===== src/rtl/fir_tap_sequencer_if.sv =====
// fir_tap_sequencer_if: groups the three buses around the FIR sequencer:
// the input sample stream, the shared delay-line/coefficient memory port,
// and the output sample stream. The sequencer connects through the master
// modport; the surrounding memories, source and consumer use the slave modport.
interface fir_tap_sequencer_if #(
    parameter int DW = 16,
    parameter int AW = 6
) ();
    // input sample stream
    logic [DW-1:0] in_data;
    logic          in_valid;
    logic          in_ready;

    // delay-line load and shared tap read port
    logic          mem_load_en;
    logic [DW-1:0] mem_load_data;
    logic [AW-1:0] tap_addr;
    logic [DW-1:0] sample_rdata;
    logic [DW-1:0] coeff_rdata;

    // output sample stream
    logic [DW-1:0] out_data;
    logic          out_valid;
    logic          out_ready;

    modport master (
        input  in_data,
        input  in_valid,
        output in_ready,
        output mem_load_en,
        output mem_load_data,
        output tap_addr,
        input  sample_rdata,
        input  coeff_rdata,
        output out_data,
        output out_valid,
        input  out_ready
    );

    modport slave (
        output in_data,
        output in_valid,
        input  in_ready,
        input  mem_load_en,
        input  mem_load_data,
        input  tap_addr,
        output sample_rdata,
        output coeff_rdata,
        input  out_data,
        input  out_valid,
        output out_ready
    );
endinterface


===== src/rtl/fir_tap_sequencer.sv =====
// fir_tap_sequencer: accepts one input sample, strobes it into the sample
// delay line, sweeps the shared tap address across the delay line and the
// coefficient memory, multiply-accumulates the returned words and presents
// one rounded, saturated Q1.(DW-1) output sample over valid/ready.
//
// state | meaning
// ------+-----------------------------------------------------------------
// IDLE  | waiting for a sample; in_ready high
// LOAD  | one-cycle shift-load strobe; product register cleared
// RUN   | TAPS cycles; tap_addr 0..TAPS-1, product registered each cycle
// DRAIN | last registered product folded in; rounded result registered
// DONE  | out_valid high, out_data held until out_ready
module fir_tap_sequencer #(
    parameter int DW   = 16,
    parameter int TAPS = 64,
    parameter int AW   = 6,
    parameter int ACCW = 38
) (
    input  logic                 clk,
    input  logic                 resetn,
    fir_tap_sequencer_if.master  bus,
    output logic                 busy
);

    localparam int              PW       = 2 * DW;
    localparam int              SHW      = ACCW - DW + 1;
    localparam logic [AW-1:0]   LAST_TAP = AW'(TAPS - 1);
    localparam logic [DW-1:0]   OUT_MAX  = {1'b0, {(DW-1){1'b1}}};
    localparam logic [DW-1:0]   OUT_MIN  = {1'b1, {(DW-1){1'b0}}};

    typedef enum logic [2:0] {
        S_IDLE,
        S_LOAD,
        S_RUN,
        S_DRAIN,
        S_DONE
    } state_t;

    state_t          state;
    state_t          state_nxt;

    logic [AW-1:0]   tap_addr;
    logic [DW-1:0]   load_data;
    logic [DW-1:0]   out_data;
    logic [PW-1:0]   prod;
    logic [PW-1:0]   prod_nxt;
    logic [PW-1:0]   samp_ext;
    logic [PW-1:0]   coef_ext;
    logic [ACCW-1:0] acc;
    logic [ACCW-1:0] acc_sum;
    logic [SHW-1:0]  acc_rnd;
    logic [DW-1:0]   out_sat;

    assign bus.tap_addr      = tap_addr;
    assign bus.mem_load_data = load_data;
    assign bus.out_data      = out_data;

    // The low PW bits of the product of the sign-extended operands are the
    // exact signed DWxDW product, so a plain multiply is enough here.
    assign samp_ext = {{DW{bus.sample_rdata[DW-1]}}, bus.sample_rdata};
    assign coef_ext = {{DW{bus.coeff_rdata[DW-1]}}, bus.coeff_rdata};
    assign prod_nxt = samp_ext * coef_ext;

    // Registered product sign-extended into the accumulator. ACCW leaves
    // AW guard bits, so this sum never wraps.
    assign acc_sum = acc + {{(ACCW-PW){prod[PW-1]}}, prod};

    // State register
    always_ff @(posedge clk) begin
        if (!resetn) begin
            state <= S_IDLE;
        end else begin
            state <= state_nxt;
        end
    end

    // Next-state decode and per-state handshake/strobe outputs
    always_comb begin
        state_nxt       = state;
        bus.in_ready    = 1'b0;
        bus.mem_load_en = 1'b0;
        bus.out_valid   = 1'b0;
        busy            = 1'b1;
        unique case (state)
            S_IDLE: begin
                busy         = 1'b0;
                bus.in_ready = 1'b1;
                if (bus.in_valid) begin
                    state_nxt = S_LOAD;
                end
            end
            S_LOAD: begin
                bus.mem_load_en = 1'b1;
                state_nxt       = S_RUN;
            end
            S_RUN: begin
                if (tap_addr == LAST_TAP) begin
                    state_nxt = S_DRAIN;
                end
            end
            S_DRAIN: begin
                state_nxt = S_DONE;
            end
            S_DONE: begin
                bus.out_valid = 1'b1;
                if (bus.out_ready) begin
                    state_nxt = S_IDLE;
                end
            end
            default: begin
                state_nxt = S_IDLE;
            end
        endcase
    end

    // Round half up and shift right by DW-1 in one step: adding 2^(DW-2)
    // to the dropped low bits carries into the kept part exactly when bit
    // DW-2 is set. Then saturate unless all bits above the output sign agree.
    always_comb begin
        acc_rnd = acc_sum[ACCW-1:DW-1] + SHW'(acc_sum[DW-2]);
        out_sat = acc_rnd[DW-1:0];
        if (!((&acc_rnd[SHW-1:DW-1]) || !(|acc_rnd[SHW-1:DW-1]))) begin
            out_sat = acc_rnd[SHW-1] ? OUT_MIN : OUT_MAX;
        end
    end

    // Datapath: sample capture, tap sweep, product pipeline, accumulate and
    // output register. A reset mid-sweep throws away the partial sum.
    always_ff @(posedge clk) begin
        if (!resetn) begin
            load_data <= '0;
            tap_addr  <= '0;
            prod      <= '0;
            acc       <= '0;
            out_data  <= '0;
        end else begin
            unique case (state)
                S_IDLE: begin
                    if (bus.in_valid) begin
                        load_data <= bus.in_data;
                        acc       <= '0;
                    end
                end
                S_LOAD: begin
                    // Clearing the product here makes the first RUN-cycle
                    // add a no-op, so RUN needs no first-cycle special case.
                    prod     <= '0;
                    tap_addr <= '0;
                end
                S_RUN: begin
                    prod     <= prod_nxt;
                    acc      <= acc_sum;
                    tap_addr <= tap_addr + AW'(1);
                end
                S_DRAIN: begin
                    acc      <= acc_sum;
                    out_data <= out_sat;
                end
                default: begin
                end
            endcase
        end
    end

endmodule


===== src/flat_wrapper.sv =====
// flat-port wrapper written by rule: the top's interface ports become plain ports
module fir_tap_sequencer_flat 
#(
    parameter int DW   = 16,
    parameter int TAPS = 64,
    parameter int AW   = 6,
    parameter int ACCW = 38
)
  (clk, resetn, busy, bus_in_data, bus_in_valid, bus_in_ready, bus_mem_load_en, bus_mem_load_data, bus_tap_addr, bus_sample_rdata, bus_coeff_rdata, bus_out_data, bus_out_valid, bus_out_ready);
  fir_tap_sequencer_if #(.DW(DW), .AW(AW)) bus_i ();
  input  logic clk;
  input  logic resetn;
  output logic busy;
  input wire logic [$bits(bus_i.in_data)-1:0] bus_in_data;
  input wire logic [$bits(bus_i.in_valid)-1:0] bus_in_valid;
  output wire logic [$bits(bus_i.in_ready)-1:0] bus_in_ready;
  output wire logic [$bits(bus_i.mem_load_en)-1:0] bus_mem_load_en;
  output wire logic [$bits(bus_i.mem_load_data)-1:0] bus_mem_load_data;
  output wire logic [$bits(bus_i.tap_addr)-1:0] bus_tap_addr;
  input wire logic [$bits(bus_i.sample_rdata)-1:0] bus_sample_rdata;
  input wire logic [$bits(bus_i.coeff_rdata)-1:0] bus_coeff_rdata;
  output wire logic [$bits(bus_i.out_data)-1:0] bus_out_data;
  output wire logic [$bits(bus_i.out_valid)-1:0] bus_out_valid;
  input wire logic [$bits(bus_i.out_ready)-1:0] bus_out_ready;
  assign bus_i.in_data = bus_in_data;
  assign bus_i.in_valid = bus_in_valid;
  assign bus_in_ready = bus_i.in_ready;
  assign bus_mem_load_en = bus_i.mem_load_en;
  assign bus_mem_load_data = bus_i.mem_load_data;
  assign bus_tap_addr = bus_i.tap_addr;
  assign bus_i.sample_rdata = bus_sample_rdata;
  assign bus_i.coeff_rdata = bus_coeff_rdata;
  assign bus_out_data = bus_i.out_data;
  assign bus_out_valid = bus_i.out_valid;
  assign bus_i.out_ready = bus_out_ready;
  fir_tap_sequencer #(.DW(DW), .TAPS(TAPS), .AW(AW), .ACCW(ACCW)) u_core (.clk(clk), .resetn(resetn), .bus(bus_i), .busy(busy));
endmodule

===== config.mk =====
export PLATFORM = sky130hd
export DESIGN_NAME = fir_tap_sequencer_flat
export DESIGN_NICKNAME = d
export VERILOG_FILES = /design/src/rtl/fir_tap_sequencer_if.sv /design/src/rtl/fir_tap_sequencer.sv /design/src/flat_wrapper.sv
export SDC_FILE = /design/constraint.sdc
export NUM_CORES = 1
export LEC_CHECK = 0
export ABC_AREA = 1
export BUFFER_PORTS_ARGS = -buffer_cell sky130_fd_sc_hd__buf_4
export CORE_UTILIZATION = 58
export CTS_CLUSTER_SIZE = 40
export DETAILED_ROUTE_END_ITERATION = 8
export HOLD_SLACK_MARGIN = 0.05
export PLACE_DENSITY = 0.91
export SLEW_MARGIN = 20
export SYNTH_ARGS = -nofsm -noshare
export SYNTH_HDL_FRONTEND = slang
export SYNTH_SLANG_ARGS = --single-unit

===== constraint.sdc =====
create_clock -name clk -period 8.07 [get_ports clk]
set_input_delay 1.614 -clock clk [delete_from_list [all_inputs] [get_ports clk]]
set_output_delay 1.614 -clock clk [all_outputs]
set_load 0.05 [all_outputs]

Word-level counts from Yosys, hierarchy flattened:

Cells that the tools add are included.

* register bits after elaboration: 111
* input bits: 52
* output and inout bits: 42
* word-level logic and storage cells: 43

* add/sub/neg operators: 3
* $mul: 1
* equality and inequality tests: 8
* multiplexer cells: 14
* reduce and logical (&&, ||, !) cells: 11

Operator list (count)
* case mux 38 bit (2 select lines): 1
* case mux 32 bit (2 select lines): 1
* adder 38 bit: 1
* 2-to-1 mux 38 bit: 1
* multiplier 16 x 16 -> 32 bit: 1
* 2-to-1 mux 16 bit: 2
* adder 23 x 1 -> 23 bit: 1
* case mux 3 bit (5 select lines): 1
* case mux 6 bit (2 select lines): 1
* 2-to-1 mux 3 bit: 3
* AND reduction 8 bit: 1
* OR reduction 8 bit: 1
* adder 6 x 1 -> 6 bit, second input constant: 1
* == test 3 x 2 -> 1 bit, second input constant: 2
* == test 6 bit, second input constant: 1
* 2-to-1 mux 1 bit: 4
* != test 2 bit, second input constant: 2
* AND reduction 2 bit: 2
* nonzero test 2 bit: 2
* == test 3 x 1 -> 1 bit, second input constant: 1
* == test 3 bit, second input constant: 1
* zero test 3 bit: 1
* AND reduction 3 bit: 1
* != test 2 x 1 -> 1 bit, second input constant: 1
* 3 further kinds: 3

Logic depth before layout (Yosys ltp):

* word-level depth: 6
* mapped depth: 31
* mapped depth without buffers: 29

Least setup slack after synthesis:

Ideal clock, no wire load.

* path type: input to register
* from: in bus_sample_rdata[5]
* to: reg u_core.prod[29]
* setup time: 0.132 ns
* data arrival time: 7.488 ns
* required time: 7.938 ns
* path slack: 0.450 ns
* stages on the path: 29
* path buffers: 2
* path through: clkbuf_1 clkbuf_1 nand2_1 fa_1 inv_1 fa_1 inv_1 fa_1 inv_1 fa_1 fa_1 inv_1 fa_1 inv_1 ha_1 a21oi_1 nor2_1 nor2_1 o21ai_0 o21bai_1 a21boi_0 inv_1 nand2_1 o211ai_1 a21boi_0 o21ai_0 or2_2 nand2_1 a21oi_1

* longest elaborated chain between the ends: 2

Ends and longest elaborated chain
* from (decl): RTL line flat_wrapper.sv:20 `input wire logic [$bits(bus_i.sample_rdata)-1:0] bus_sample_rdata;`
* multiplier 16 x 16 -> 32 bit: RTL line fir_tap_sequencer.sv:62 `assign prod_nxt = samp_ext * coef_ext;`
* case mux 32 bit (2 select lines): RTL line fir_tap_sequencer.sv:137 `unique case (state)`
* to (signal assigned): RTL line fir_tap_sequencer.sv:151 `prod <= prod_nxt;`
* to (decl): RTL line fir_tap_sequencer.sv:45 `logic [PW-1:0] prod;`

Every way passes these cells.
A chain may end at the register's enable or synchronous reset.

Final worst setup path:

* from: in bus_coeff_rdata[15]
* to: reg u_core.prod[29]

* longest elaborated chain between the ends: 2

Ends and longest elaborated chain
* from (decl): RTL line flat_wrapper.sv:21 `input wire logic [$bits(bus_i.coeff_rdata)-1:0] bus_coeff_rdata;`
* multiplier 16 x 16 -> 32 bit: RTL line fir_tap_sequencer.sv:62
* case mux 32 bit (2 select lines): RTL line fir_tap_sequencer.sv:137

Every way passes these cells.

==> impl_metrics.ini <==
[outcome]
outcome = finished clean

[cts]
clockBufferDepth = 2
cts_max_level = 3
clk_latency_ns = 0.37
cts-root-buf = clkbuf_16
hold_buffers = 0
cts_buffers = 9
cts_resized = 0
path_clk_slew_ns = 0.08
post-cts-setup-buffers = 0
cts.sinks = 111
cts_tree = done

[run]
drv_cap = 0

[timing]
slew_viol_final = 0
period_minus_slack_ns = 7.716
fin_crit_sh_pct = 95.62
fin_setup_tns_ns = 0
whs_ns = 0.4708
setup_viol = 0
fmax_mhz = 129.6
hold_violations = 0
worst_slew_pin_slew_ns = 0.8770
max-slew-margin-rel_pct = 41.47
rsz0062_at_grt = no
finClkSkew_ns = 0.01405

[floorplanning]
core_area_um2 = 30750
ios = 94
start_util_pct = 59.37
fp.dieW_um = 179.4
die-area_um2 = 32190
rows = 64
die_height_um = 179.4

[global_route]
grt_util_all_layers_pct = 29.90
grt.overflow.total = 0
antenna_found_initial = 1
grt_max_degree = 60
grt_pass1_vias = 17140
grt_pass1_wl_mm = 78.77

[drt]
vias_per_cell = 5.345
wl_per_cell_um = 14.81
detail-route-antenna-nets = 0
vias = 16590
totalWireLength_mm = 45.97
firstDrtPassIters = 7
drt-initial-drc-count = 1360
drc_errors = 0

[critical_path]
critPathTopFamily = adder cells
critPathKind = in -> reg
slowest_stage = fa_1
arrival_ns = 7.95
path_max_fanout = 5
cp-end-kind = register
crit_path_start_kind = input port
max_stage_delay_ns = 0.57
worst-path-buf-inv = 7
required_ns = 8.30

[logic_synthesis]
syn-num-nets = 3117
synthArstFlopShare_pct = 0
synth_area_leaders = fa_1, nand2_1, inv_1, dfxtp_1, ha_1
syn_area_per_cell_um2 = 6.812
ys_seq_area_share_pct = 12.17
synth_area_um2 = 18260
synth_top_area_share_pct = 28.84
yosys_register_bits = 111
ys_top_cells_by_count = nand2_1, inv_1, fa_1
ys.flop_type = dfxtp_1
yosysMostFrequentCell = nand2_1
netlist_instances = 2680
yosys.area.top_type = fa_1
synth-edff-count = 0
ys_types = 40
synth-warning-count = 0

[power]
irDropWorstVdd_v = 0.0007285
powerDensity_nw_per_um2 = 429.4
p_leak_nw = 11.08

[cells_and_area]
nNetsFinal = 3140
seq_area_um2 = 2222
multi_input_area_um2 = 13180
fillers = 2683
syn_to_final_growth_pct = 6.737
drive_above_1_share_pct = 7.976
diodes = 0

[placed_design]
gp_congestion = 0.9569
portBuffers = 93
dp_hpwl_mm = 38.29

[worst_hold_path]
hold_class = reg -> reg
## layout by cell type, fill, tap and decap left out, drive strengths merged, types with 10 or more instances in the layout
cell,synthesis,layout
a21oi,152,152
buf,7,103
clkbuf,84,10
dfxtp,111,111
fa,263,263
ha,122,122
inv,664,668
nand2,816,816
nand3,99,99
nand4,22,22
nor2,192,192
o21ai,58,58
or2,21,21
xor2,21,21
## layout make-up
cell class	count	area share, %
multi-input cells	1813	67.66
inverters	665	12.81
flip-flops and latches	111	11.40
repair buffers	103	3.968
well taps	396	2.543
clock buffers	10	1.175
clock inverters	6	0.4431
## routing by layer
layer	track usage (%)	wire (um)
met2	52.61	22520
met3	3.424	3109
met5	0	0
met1	37.91	18710
met4	11.03	1633
## state kept, by name, summed over array words and instances, names as in the netlist
register / count
u_core.state: 3
u_core.acc: 38
u_core.bus.mem_load_data: 16
u_core.prod: 32
u_core.bus.tap_addr: 6
u_core.bus.out_data: 16
## final timing paths
| path | from | end | slack, ns | depth (start not counted) |
|---|---|---|---|---|
| worst max-delay path | bus_coeff_rdata[15] | u_core.prod[29] | 0.35 | 27 |
| worst min-delay path | u_core.prod[28] | u_core.prod[28] | 0.47 | 2 |
| worst max register to register | u_core.acc[0] | u_core.bus.out_data[9] | 3.85 | 22 |
| worst min register to register | u_core.prod[28] | u_core.prod[28] | 0.47 | 2 |
## worst register-to-register path, delay by kind of cell (launching register included)
family        cells  cell delay [ns]
fa+ha+maj         4             1.35
flops             1             0.32
buf+inv           1             0.03
simple gates     16             2.15
xor+xnor          1             0.28
## report_power, final
| group | leakage (nW) | internal, W | switching [W] | total [W] |
|---|---|---|---|---|
| clock network | 0.154 | 0.000251 | 0.000234 | 0.000485 |
| logic | 10.0 | 0.00267 | 0.00454 | 0.00720 |
| registers | 0.901 | 0.000627 | 0.0000507 | 0.000678 |
## kinds of logic after synthesis
family / synth area share (%)
and+or+nand+nor: 26.68
buffers and inverters: 15.65
adders and majority gates: 37.20
AOI/OAI and AO/OA: 6.902
DFF: 12.17
xor gates and xnor gates: 1.391
## through the flow
step / area (um2) / instances / utilization [%] / worst slack (ns) / power [W]
2_1_floorplan: 18260 / 2680 / - / 0.4499 / 0.006150
3_3_place_gp: 19170 / 3088 / 62.34 / 0.1995 / 0.007360
3_5_place_dp: 19170 / 3088 / 62.34 / -0.01948 / 0.007758
4_1_cts: 19480 / 3104 / 63.37 / 0.3511 / 0.008277
5_1_grt: 19480 / 3104 / 63.37 / 0.009288 / 0.009461
6_report: 19480 / 3104 / 63.37 / 0.3536 / 0.008366
No activity file was read; power rests on OpenSTA's default activity.
